<file path="src/rtl/if_id_buffer_if.sv">
// Fetch/decode handshake bundle for if_id_buffer; o_dbg_issued exists only with IF_ID_DEBUG_EN.
`default_nettype none

interface if_id_buffer_if #(
   parameter int NBITS = 32
);
   logic             i_enable;
   logic             i_valid;
   logic [NBITS-1:0] i_instruction;
   logic [NBITS-1:0] i_pc_plus1;
   logic             i_halt_signal;
   logic             i_stall;
   logic             i_flush;
   logic [NBITS-1:0] o_instruction;
   logic [NBITS-1:0] o_pc_plus1;
   logic             o_valid;
   logic             o_fetch_stall;
   logic             o_halt;
   logic             o_overflow;
`ifdef IF_ID_DEBUG_EN
   logic [31:0]      o_dbg_issued;
`endif

   modport master (
      output i_enable, i_valid, i_instruction, i_pc_plus1, i_halt_signal, i_stall, i_flush,
`ifdef IF_ID_DEBUG_EN
      input  o_dbg_issued,
`endif
      input  o_instruction, o_pc_plus1, o_valid, o_fetch_stall, o_halt, o_overflow
   );

   modport slave (
      input  i_enable, i_valid, i_instruction, i_pc_plus1, i_halt_signal, i_stall, i_flush,
`ifdef IF_ID_DEBUG_EN
      output o_dbg_issued,
`endif
      output o_instruction, o_pc_plus1, o_valid, o_fetch_stall, o_halt, o_overflow
   );
endinterface

`default_nettype wire

</file>
<file path="src/rtl/if_id_buffer.sv">
// Two-entry elastic IF/ID skid buffer with flush and HALT drain.
// IF_ID_DEBUG_EN adds a 32-bit issued-instruction counter (o_dbg_issued).
`default_nettype none

module if_id_buffer #(
   parameter int NBITS = 32
) (
   input  wire logic      i_clk,
   input  wire logic      i_reset,
   if_id_buffer_if.slave  bus
);
   typedef enum logic [1:0] {
      RUN    = 2'd0,
      DRAIN  = 2'd1,
      HALTED = 2'd2
   } state_t;

   state_t           state;
   logic [NBITS-1:0] instr_mem [2];
   logic [NBITS-1:0] pc_mem    [2];
   logic [1:0]       halt_mem;
   logic             head;
   logic             tail;
   logic [1:0]       count;
   logic             overflow;

   logic             head_valid;
   logic             attempt;
   logic             flush_eff;
   logic             pop;
   logic             push;

   assign head_valid = (count != 2'd0) && (state != HALTED);
   // Flush in HALTED is ignored; elsewhere it cancels any same-cycle push/pop.
   assign flush_eff  = bus.i_enable && bus.i_flush && (state != HALTED);
   assign pop        = bus.i_enable && head_valid && !bus.i_stall && !flush_eff;
   assign attempt    = bus.i_enable && bus.i_valid && !bus.i_flush && (state == RUN);
   assign push       = attempt && ((count != 2'd2) || pop);

   always_ff @(posedge i_clk or negedge i_reset) begin
      if (!i_reset) begin
         state    <= RUN;
         head     <= 1'b0;
         tail     <= 1'b0;
         count    <= 2'd0;
         overflow <= 1'b0;
         halt_mem <= 2'b00;
         for (int i = 0; i < 2; i++) begin
            instr_mem[i] <= '0;
            pc_mem[i]    <= '0;
         end
      end else if (flush_eff) begin
         head  <= 1'b0;
         tail  <= 1'b0;
         count <= 2'd0;
         if (state == DRAIN)
            state <= RUN;
      end else begin
         if (push) begin
            instr_mem[tail] <= bus.i_instruction;
            pc_mem[tail]    <= bus.i_pc_plus1;
            halt_mem[tail]  <= bus.i_halt_signal;
            tail            <= ~tail;
         end
         if (pop)
            head <= ~head;
         if (push && !pop)
            count <= count + 2'd1;
         else if (pop && !push)
            count <= count - 2'd1;
         if (attempt && (count == 2'd2) && !pop)
            overflow <= 1'b1;
         case (state)
            RUN:     if (push && bus.i_halt_signal) state <= DRAIN;
            DRAIN:   if (pop && halt_mem[head])     state <= HALTED;
            default: state <= state;
         endcase
      end
   end

   assign bus.o_valid       = head_valid;
   assign bus.o_instruction = head_valid ? instr_mem[head] : '0;
   assign bus.o_pc_plus1    = head_valid ? pc_mem[head]    : '0;
   assign bus.o_fetch_stall = (count == 2'd2) || ((count == 2'd1) && bus.i_stall) || (state != RUN);
   assign bus.o_halt        = (state == HALTED);
   assign bus.o_overflow    = overflow;

`ifdef IF_ID_DEBUG_EN
   logic [31:0] dbg_issued;

   always_ff @(posedge i_clk or negedge i_reset) begin
      if (!i_reset)
         dbg_issued <= 32'd0;
      else if (pop)
         dbg_issued <= dbg_issued + 32'd1;
   end

   assign bus.o_dbg_issued = dbg_issued;
`endif

endmodule

`default_nettype wire
</file>
<file path="src/flat_wrapper.sv">
// flat-port wrapper written by rule: the top's interface ports become plain ports
module if_id_buffer_flat 
#(
   parameter int NBITS = 32
)
  (i_clk, i_reset, bus_i_enable, bus_i_valid, bus_i_instruction, bus_i_pc_plus1, bus_i_halt_signal, bus_i_stall, bus_i_flush, bus_o_instruction, bus_o_pc_plus1, bus_o_valid, bus_o_fetch_stall, bus_o_halt, bus_o_overflow);
  if_id_buffer_if #(.NBITS(NBITS)) bus_i ();
  input  wire logic i_clk;
  input  wire logic i_reset;
  input wire logic [$bits(bus_i.i_enable)-1:0] bus_i_enable;
  input wire logic [$bits(bus_i.i_valid)-1:0] bus_i_valid;
  input wire logic [$bits(bus_i.i_instruction)-1:0] bus_i_instruction;
  input wire logic [$bits(bus_i.i_pc_plus1)-1:0] bus_i_pc_plus1;
  input wire logic [$bits(bus_i.i_halt_signal)-1:0] bus_i_halt_signal;
  input wire logic [$bits(bus_i.i_stall)-1:0] bus_i_stall;
  input wire logic [$bits(bus_i.i_flush)-1:0] bus_i_flush;
  output wire logic [$bits(bus_i.o_instruction)-1:0] bus_o_instruction;
  output wire logic [$bits(bus_i.o_pc_plus1)-1:0] bus_o_pc_plus1;
  output wire logic [$bits(bus_i.o_valid)-1:0] bus_o_valid;
  output wire logic [$bits(bus_i.o_fetch_stall)-1:0] bus_o_fetch_stall;
  output wire logic [$bits(bus_i.o_halt)-1:0] bus_o_halt;
  output wire logic [$bits(bus_i.o_overflow)-1:0] bus_o_overflow;
  assign bus_i.i_enable = bus_i_enable;
  assign bus_i.i_valid = bus_i_valid;
  assign bus_i.i_instruction = bus_i_instruction;
  assign bus_i.i_pc_plus1 = bus_i_pc_plus1;
  assign bus_i.i_halt_signal = bus_i_halt_signal;
  assign bus_i.i_stall = bus_i_stall;
  assign bus_i.i_flush = bus_i_flush;
  assign bus_o_instruction = bus_i.o_instruction;
  assign bus_o_pc_plus1 = bus_i.o_pc_plus1;
  assign bus_o_valid = bus_i.o_valid;
  assign bus_o_fetch_stall = bus_i.o_fetch_stall;
  assign bus_o_halt = bus_i.o_halt;
  assign bus_o_overflow = bus_i.o_overflow;
  if_id_buffer #(.NBITS(NBITS)) u_core (.i_clk(i_clk), .i_reset(i_reset), .bus(bus_i));
endmodule
</file>
<file path="config.mk">
export PLATFORM = sky130hd
export DESIGN_NAME = if_id_buffer_flat
export DESIGN_NICKNAME = d
export VERILOG_FILES = /design/src/rtl/if_id_buffer_if.sv /design/src/rtl/if_id_buffer.sv /design/src/flat_wrapper.sv
export SDC_FILE = /design/constraint.sdc
export NUM_CORES = 1
export LEC_CHECK = 0
export CORE_MARGIN = 2
export CORE_UTILIZATION = 31
export CTS_CLUSTER_DIAMETER = 100
export DETAILED_ROUTE_END_ITERATION = 8
export PLACE_DENSITY_LB_ADDON = 0.2
export SLEW_MARGIN = 20
export SYNTH_ARGS = -nofsm -noshare
export SYNTH_HDL_FRONTEND = slang
export SYNTH_SLANG_ARGS = --single-unit
</file>
<file path="constraint.sdc">
create_clock -name i_clk -period 1.8 [get_ports i_clk]
set_input_delay 0.45 -clock i_clk [delete_from_list [all_inputs] [get_ports i_clk]]
set_output_delay 0.45 -clock i_clk [all_outputs]
set_load 0.01 [all_outputs]
</file>
==> impl_metrics.env <==
export IMPL_clk_latency_ns=0.42
export IMPL_ys_seq_area_share_pct=53.0
export IMPL_setup_tns_ns=-46.58
export IMPL_grt_first_pass_wirelength_um=26300
export IMPL_synth_area_per_cell_um2=13.9
export IMPL_drtPass1Iterations=4
export IMPL_min_period_over_period_pct=123
export IMPL_drv_cap=0
export IMPL_violations="negative setup slack"
export IMPL_die_area_um2=22000
export IMPL_num_rows=52
export IMPL_fin_nets=737
export IMPL_start_util_pct=31.7
export IMPL_cts_root_buf="clkbuf_16"
export IMPL_finalCriticalPeriod_ns=2.21
export IMPL_syn_area_um2=6460
export IMPL_crit_path_end_kind="output port"
export IMPL_ys_ff_latch=137
export IMPL_grt_setup_unrepaired="true"
export IMPL_synthTopCellsByArea="dfrtp_1 (53%), mux2_4 (12%), mux2i_1 (10%)"
export IMPL_port_buffers=138
export IMPL_critPathKind="reg2out"
export IMPL_grt_pass1_vias=4858
export IMPL_clock_skew_ns=0.00601
export IMPL_ir_drop_mv=0.557
export IMPL_synth_cells=465
export IMPL_place_hpwl_um=10100
export IMPL_ys_warn_count=0
export IMPL_drive_gt1_share_pct=54.7
export IMPL_die_w_um=148
export IMPL_ys_async_sr_fraction_pct=100
export IMPL_fillerInstances=1739
export IMPL_crit_fanout=8
export IMPL_power_per_cell_area_nw_per_um2=750
export IMPL_leakage_nw=4.73
export IMPL_tightest_slew_ns=0.441
export IMPL_syn_to_final_growth_pct=56.1
export IMPL_arrival_ns=1.76
export IMPL_setup_viol=196
export IMPL_remaining_drc_errors=0
export IMPL_grt_overflow_total=0
export IMPL_routedWlPerCell_um=19.2
export IMPL_required_ns=1.35
export IMPL_setup_worst_path_start_class="flip-flop"
export IMPL_cts_sinks=137
export IMPL_detail_route_antenna_nets=0
export IMPL_synth_area_leader_cell="dfrtp_1"
export IMPL_gp_congestion=0.773
export IMPL_tritoncts="yes"
export IMPL_via_per_inst=4.66
export IMPL_synth_edf_count=0
export IMPL_holdCritPathClass="reg2reg"
export IMPL_min_path_cells=1
export IMPL_drt_iter0_drc=142
export IMPL_synth_top_area_share_pct=53.0
export IMPL_synth_distinct_cells=31
export IMPL_die_y_um=148
export IMPL_grt_max_degree=42
export IMPL_synth_nets=540
export IMPL_core_um2=20400
export IMPL_maxSlewHeadroom_pct=70.6
export IMPL_routed_wl_um=18200
export IMPL_holdWs_ns=0.500
export IMPL_status="complete, but fails checks"
export IMPL_antenna_cells=0
export IMPL_synthFlopType="dfrtp_1"
export IMPL_clk_pin_slew_ns=0.05
export IMPL_maxSlewViolCount=0
export IMPL_synthMostInstantiatedCell="dfrtp_1"
export IMPL_total_power_mw=7.57
export IMPL_vias=4408
export IMPL_reg2regPathDepth=8
export IMPL_ioPinCount=139
export IMPL_layout_setup_ws_ns=-0.412
export IMPL_synthTopCellsByCount="dfrtp_1 (137), nor2_1 (69), mux2i_1 (67)"
export IMPL_htreeDepth=4
export IMPL_grtUsageTotal_pct=15.5
export IMPL_hold_viol=0
export IMPL_cts_buffers=17
export IMPL_cts_path_max_buffers=2
export IMPL_max_freq_mhz=452
export IMPL_grt_antenna_before_repair=0
[sequential cells by signal, indices dropped and copies added (netlist names)]
| name | count |
|---|---|
| u_core.count | 2 |
| u_core.pc_mem | 64 |
| u_core.tail | 1 |
| u_core.state | 2 |
| u_core.head | 1 |
| u_core.bus.o_overflow | 1 |
| u_core.instr_mem | 64 |
| u_core.halt_mem | 2 |
[final timing paths]
check                                      start                     to  slack [ns]
max reg2reg                      u_core.count[0]   u_core.instr_mem[33]       -0.23
min                        u_core.bus.o_overflow  u_core.bus.o_overflow        0.50
max in group asynchronous                i_reset   u_core.instr_mem[18]        0.67
min reg2reg                u_core.bus.o_overflow  u_core.bus.o_overflow        0.50
max                              u_core.count[0]  bus_o_instruction[31]       -0.41
min in group asynchronous                i_reset   u_core.instr_mem[55]        0.52
[cell usage in the layout (no fill, tap or decap), types with 2 or more instances in the layout]
cell type | netlist | final
nor2_1 | 69 | 19
bufinv_16 | 0 | 3
buf_2 | 13 | 34
clkbuf_16 | 0 | 26
mux2i_1 | 67 | 63
clkinvlp_4 | 0 | 2
buf_4 | 1 | 25
inv_1 | 7 | 3
mux2i_2 | 0 | 4
clkbuf_8 | 0 | 3
buf_16 | 0 | 4
mux2_4 | 50 | 110
mux2_2 | 33 | 20
or2_4 | 0 | 2
buf_6 | 11 | 46
nor2_4 | 0 | 32
buf_8 | 0 | 2
dfrtp_1 | 137 | 136
buf_12 | 0 | 14
o21ai_0 | 3 | 2
clkinv_4 | 0 | 2
clkinv_2 | 0 | 5
nor2_2 | 0 | 18
ha_4 | 0 | 4
inv_2 | 0 | 4
nand2_1 | 3 | 3
clkdlybuf4s50_1 | 0 | 69
[cell type report]
class	instances	area (µm²)	share of cell area [%]
Inverter	7	26.3	0.260
Clock buffer	20	467	4.62
Sequential cell	137	3430	34.0
Tap cell	270	338	3.35
Timing Repair Buffer	206	2240	22.2
Multi-Input combinational cell	293	3440	34.1
Clock inverter	12	148	1.46
[per-layer routing]
metal / vias up / track usage [%] / share of wire, %
met5: - / 0 / 0
met4: 0 / 4.90 / 1.0
met3: 13 / 3.90 / 4.4
met2: 104 / 25.3 / 50
met1: 2274 / 20.4 / 45
li1: 2017 / - / -
[critical path, stage by stage (launching register included)]
cell and delay (ns):
dfrtp_1 0.36, inv_2 0.06, ha_4 0.16, or2_4 0.31, clkbuf_16 0.20, nor2_2 0.12, buf_2 0.14
[per-stage QoR]
stage          setup WS [ns]  area (µm²)  utilization, %  instances
2_1_floorplan        -0.0591        6490               -        465
6_report              -0.412       10100            49.6        945
3_5_place_dp          -0.575        8420            41.3        885
5_1_grt               -0.475       10100            49.6        945
4_1_cts               -0.550        9550            46.9        934
3_3_place_gp          -0.557        8420            41.3        885
[cells by family after synthesis]
family / Yosys count / share of synthesized area, %
fa+ha+maj: 4 / 0.774
xor+xnor: 2 / 0.271
simple gates: 81 / 5.40
flops: 137 / 53.0
mux: 197 / 35.9
buf+inv: 36 / 3.68
compound gates: 8 / 0.929
[repair_timing]
action                                  in CTS  in global routing
setup buffers                               11                  3
endpoints found under the setup margin     199                202
hold buffers                                 1                  0
endpoints found under the hold margin       35                  0
pin swaps                                   12                 28
resized for setup                          352                146
gates cloned                                 7                 12
[power by group]
group / internal [mW] / total [mW] / leakage, nW / switching [mW]
logic: 0.435 / 0.816 / 2.54 / 0.381
registers: 3.13 / 3.17 / 1.89 / 0.0406
clock network: 2.28 / 3.58 / 0.302 / 1.30
total: 5.85 / 7.57 / 4.73 / 1.72
Note: power is estimated with default switching activity, not from simulation.
